### src/rtl/scan_reg_chain.sv
// -----------------------------------------------------------------------------
// scan_reg_chain
//
// WIDTH-bit mux-D scan register with complementary outputs, a serial scan
// path and a small auto-shift controller.  The tester either shifts the chain
// one bit per edge with scan_enable, or pulses start once to shift exactly
// WIDTH bits under FSM control.
//
// Ports
//   clk          single clock, all state updates on the rising edge
//   rst          asynchronous, active-high reset
//   D            functional data (WIDTH bits)
//   hold         functional mode: keep Q when high
//   scan_enable  manual shift mode
//   scan_in      serial input, enters at bit 0
//   start        auto-shift request, only acted on in IDLE
//   Q            register value
//   Qbar         registered complement of Q
//   scan_out     Q[WIDTH-1], taken straight from the flop
//   busy         high while the FSM is in SHIFT
//   done         one-cycle pulse while the FSM is in DONE
// -----------------------------------------------------------------------------
module scan_reg_chain #(
  parameter int WIDTH = 8
) (
  input  logic             clk,
  input  logic             rst,
  input  logic [WIDTH-1:0] D,
  input  logic             hold,
  input  logic             scan_enable,
  input  logic             scan_in,
  input  logic             start,
  output logic [WIDTH-1:0] Q,
  output logic [WIDTH-1:0] Qbar,
  output logic             scan_out,
  output logic             busy,
  output logic             done
);

  localparam int CNT_W = $clog2(WIDTH);
  localparam logic [CNT_W-1:0] CNT_LAST = CNT_W'(WIDTH - 1);

  typedef enum logic [1:0] {
    S_IDLE  = 2'd0,
    S_SHIFT = 2'd1,
    S_DONE  = 2'd2
  } state_t;

  state_t           r_state;
  state_t           w_state_next;
  logic [CNT_W-1:0] r_cnt;
  logic [CNT_W-1:0] w_cnt_next;
  logic [WIDTH-1:0] r_q;
  logic [WIDTH-1:0] r_qbar;
  logic [WIDTH-1:0] w_q_next;
  logic [WIDTH-1:0] w_shift;
  logic             r_busy;
  logic             r_done;

  // Serial path: new bit enters at the LSB, MSB falls out through scan_out.
  assign w_shift = {r_q[WIDTH-2:0], scan_in};

  // Next-Q selection.  The FSM owns the register while it is active; DONE
  // freezes Q so the freshly shifted pattern can be observed for a cycle.
  always_comb begin
    w_q_next = D;
    if (r_state == S_SHIFT) begin
      w_q_next = w_shift;
    end else if (r_state == S_DONE) begin
      w_q_next = r_q;
    end else if (scan_enable) begin
      w_q_next = w_shift;
    end else if (hold) begin
      w_q_next = r_q;
    end
  end

  // Auto-shift controller next-state logic.  cnt counts shifts already
  // performed in SHIFT; the edge that sees CNT_LAST does the final shift.
  always_comb begin
    w_state_next = r_state;
    w_cnt_next   = r_cnt;
    unique case (r_state)
      S_IDLE: begin
        if (start) begin
          w_state_next = S_SHIFT;
          w_cnt_next   = '0;
        end
      end
      S_SHIFT: begin
        if (r_cnt == CNT_LAST) begin
          w_state_next = S_DONE;
          w_cnt_next   = '0;
        end else begin
          w_cnt_next = r_cnt + 1'b1;
        end
      end
      S_DONE: begin
        w_state_next = S_IDLE;
        w_cnt_next   = '0;
      end
      default: begin
        w_state_next = S_IDLE;
        w_cnt_next   = '0;
      end
    endcase
  end

  // busy/done are registered alongside the state so they are pure decodes of
  // the state register and never glitch.  Qbar is loaded from the same next
  // value as Q, so it can never lag.
  always_ff @(posedge clk or posedge rst) begin
    if (rst) begin
      r_state <= S_IDLE;
      r_cnt   <= '0;
      r_q     <= '0;
      r_qbar  <= '1;
      r_busy  <= 1'b0;
      r_done  <= 1'b0;
    end else begin
      r_state <= w_state_next;
      r_cnt   <= w_cnt_next;
      r_q     <= w_q_next;
      r_qbar  <= ~w_q_next;
      r_busy  <= (w_state_next == S_SHIFT);
      r_done  <= (w_state_next == S_DONE);
    end
  end

  assign Q        = r_q;
  assign Qbar     = r_qbar;
  assign scan_out = r_q[WIDTH-1];
  assign busy     = r_busy;
  assign done     = r_done;

endmodule
### config.mk
export PLATFORM = sky130hd
export DESIGN_NAME = scan_reg_chain
export DESIGN_NICKNAME = d
export VERILOG_FILES = /design/src/rtl/scan_reg_chain.sv
export SDC_FILE = /design/constraint.sdc
export NUM_CORES = 1
export LEC_CHECK = 0
export ABC_AREA = 0
export BUFFER_PORTS_ARGS = -buffer_cell sky130_fd_sc_hd__buf_4
export CAP_MARGIN = 0
export CORE_MARGIN = 4
export CORE_UTILIZATION = 54
export CTS_CLUSTER_DIAMETER = 40
export DETAILED_ROUTE_END_ITERATION = 12
export PLACE_DENSITY = 0.89
export SLEW_MARGIN = 15
export SYNTH_ARGS = -nofsm -noshare
export SYNTH_HDL_FRONTEND = slang
export SYNTH_SLANG_ARGS = --single-unit
### constraint.sdc
create_clock -name clk -period 4 [get_ports clk]
set_clock_uncertainty 0.15 [all_clocks]
set_input_delay 0 -clock clk [delete_from_list [all_inputs] [get_ports clk]]
set_output_delay 0 -clock clk [all_outputs]
set_load 0.005 [all_outputs]
==> impl_metrics.csv <==
group,metric,value,unit
setup_path,ff2ff_setup_slack,1500,ps
placement,numPortBuffers,32,
synth,yosys.area.top_type,"dfrtp_1",
routing,ant_nets,0,
clock_network,clkTransAtPathRegs,130,ps
finish,fillCellCount,131,
synth,yosys_warnings,0,
setup_path,end_kind,"flip-flop",
setup_path,r2r_start,"r_state[0]",
synth,yosysMostFrequentCell,"dfrtp_1",
global_routing,grt_pass1_wl,4.83,mm
synth,synth_area,1180,sq um
placement,place_ws,2020,ps
global_routing,grt_overflow,0,
global_routing,grt_max_degree,24,
hold_path,hold_path_class,"input pin to flip-flop",
global_routing,grt_usage,0.226,
sta,timing.setup.tns,0,ps
setup_path,cp.required,4110,ps
floorplan,core_area,2020,sq um
pwr,p_per_area,629,nW/um^2
routing,drc_errors,0,
floorplan,die-area,3000,sq um
synth,ys_ff_latch,23,
clock_network,htree_levels,1,
finish,n_antenna_cell,0,
sta,rsz0062_at_grt,"no",
setup_path,cp_max_fo,23,
routing,avgViaCountPerCell,6.17,
synth,synth.distinct_cells,33,
floorplan,pin_count,33,
clock_network,cts_resized,0,
routing,drt_wl_total,3.09,mm
synth,synthCells,115,
setup_path,critPathLaunchType,"flip-flop",
clock_network,cts_tree,"yes",
job,maxCapViolations,0,
outcome,outcome,"finished, final reports clean",
clock_network,hold_buffers,17,
sta,drv_slew,0,
clock_network,cts_setup_buffers,0,
hold_path,min_from,"hold",
sta,worst_pin_slew,855,ps
sta,hold_violations,0,
global_routing,grt_pass1_vias,1093,
synth,synth_area_leaders,"dfrtp_1, dfstp_2, o21ai_0, a2bb2oi_1, o221ai_1",
setup_path,r2r-end,"Qbar[0]",
global_routing,antenna_found_initial,0,
hold_path,hold-path-endpoint,"Q[0]",
hold_path,hold_depth,5,
clock_network,ctsLongestPathBuffers,2,
clock_network,cts_buffers,3,
sta,final.period_utilization,0.624,
pwr,p_leak,0.697,nW
synth,synth_top_area_frac,0.317,
sta,fmax,0.401,GHz
placement,place.gp.congestion,0.785,
synth,ys_seq_area_frac,0.495,
synth,ys_top_cells_by_count,"dfrtp_1, o21ai_0, nor2_1",
setup_path,crit_arrival,2610,ps
pwr,vdd_ir_drop_max,0.406,mV
clock_network,clock_sinks,23,
synth,synthFlopType,"dfrtp_1",
sta,setup_violations,0,
routing,drtIter0Drc,57,
setup_path,crit_type,"flip-flop to flip-flop",
floorplan,start_util,0.585,
clock_network,clk_latency,310,ps
finish,nets,178,
synth,synthArstFlopShare,1.00,
finish,final_layout_size_suffix_gt1_frac,0.304,
routing,wl_per_cell,16.4,um
routing,num_vias,1160,
synth,synth_edf_count,0,
finish,area_growth,36.0,%
synth,synth.avg_cell_area,10.3,sq um
routing,dr.pass1.iters,5,
floorplan,die_h,54.8,um
setup_path,r2r_cells,4,
setup_path,critPathLaunch,"r_state[0]",
sta,fin_ws,1500,ps
synth,syn_nets,131,
clock_network,cts-root-buf,"clkbuf_4",
floorplan,fp.dieW,54.8,um
sta,min_period,2500,ps
floorplan,std_cell_rows,16,
sta,slew_headroom,0.429,
==> power by group <==
part           leakage (nW)  total (mW)  internal [mW]  switching (mW)
Combinational         0.423       0.446          0.262           0.184
Clock                0.0150       0.108         0.0389          0.0694
Sequential            0.259       0.459          0.357           0.101
Total                 0.697        1.01          0.658           0.355
==> through the flow <==
step	power, mW	util	hold slack, ps	cell area, sq um	cells
after floorplan	0.698	-	-154	1180	115
after global placement	0.863	0.699	61.2	1410	167
after detailed placement	0.884	0.699	74.3	1410	167
after CTS	1.01	0.796	62.2	1610	188
after global routing	1.09	0.796	116	1610	188
final	1.01	0.796	96.7	1610	188
==> area by class of cell <==
| type | count | area, sq um | share of cell area |
|---|---|---|---|
| tap | 27 | 33.8 | 0.0210 |
| timing repair buffer | 49 | 410 | 0.255 |
| inverter | 5 | 18.8 | 0.0117 |
| clock buffer | 4 | 26.3 | 0.0163 |
| multi-input combinational | 80 | 536 | 0.333 |
| sequential | 23 | 586 | 0.364 |
==> registers in the layout, indices dropped and copies added, names as in the netlist <==
register	flops
Q	8
Qbar	8
busy	1
done	1
r_cnt	3
r_state	2
==> how the worst max path moves through the flow <==
stage,end,cells after the start,slack [ps]
CTS,Qbar[0],4,1570
finish,Qbar[0],4,1500
global placement,Qbar[5],4,2110
global route,Qbar[0],4,1370
floorplan,Q[6],3,2510
detailed placement,Qbar[5],4,2020
==> placed cells by master (no fill, tap or decap), types with 3 or more instances in the layout <==
master / synthesis / routed
a21oi_1: 3 / 3
a2bb2oi_1: 6 / 6
buf_4: 2 / 32
clkbuf_4: 0 / 3
dfrtp_1: 15 / 15
dfstp_2: 8 / 8
dlygate4sd3_1: 0 / 17
inv_1: 4 / 4
nand2_1: 6 / 6
nand2b_1: 7 / 7
nor2_1: 11 / 11
o21ai_0: 14 / 14
o221a_1: 3 / 3
o221a_2: 3 / 3
o221ai_1: 6 / 6
==> per-layer routing <==
layer / track usage / share of wire
met3: 0.0354 / 0.096
met1: 0.269 / 0.37
met4: 0.158 / 0.036
met5: 0 / 0
met2: 0.370 / 0.50
==> cell families after synthesis <==
group / share of synthesized area
buffers and inverters: 0.0528
adder cells (fa/ha/maj): 0.0307
multiplexers: 0.0169
flip-flops: 0.495
AND/OR/NAND/NOR: 0.145
AO/OA/AOI/OAI: 0.260
==> worst max-delay path, stage by stage (launching register included) <==
cell and delay, ps:
dfrtp_1 780, inv_1 230, maj3_2 470, o221ai_1 220
dlygate4sd3_1 590
No activity file was read; power rests on OpenSTA's default activity.
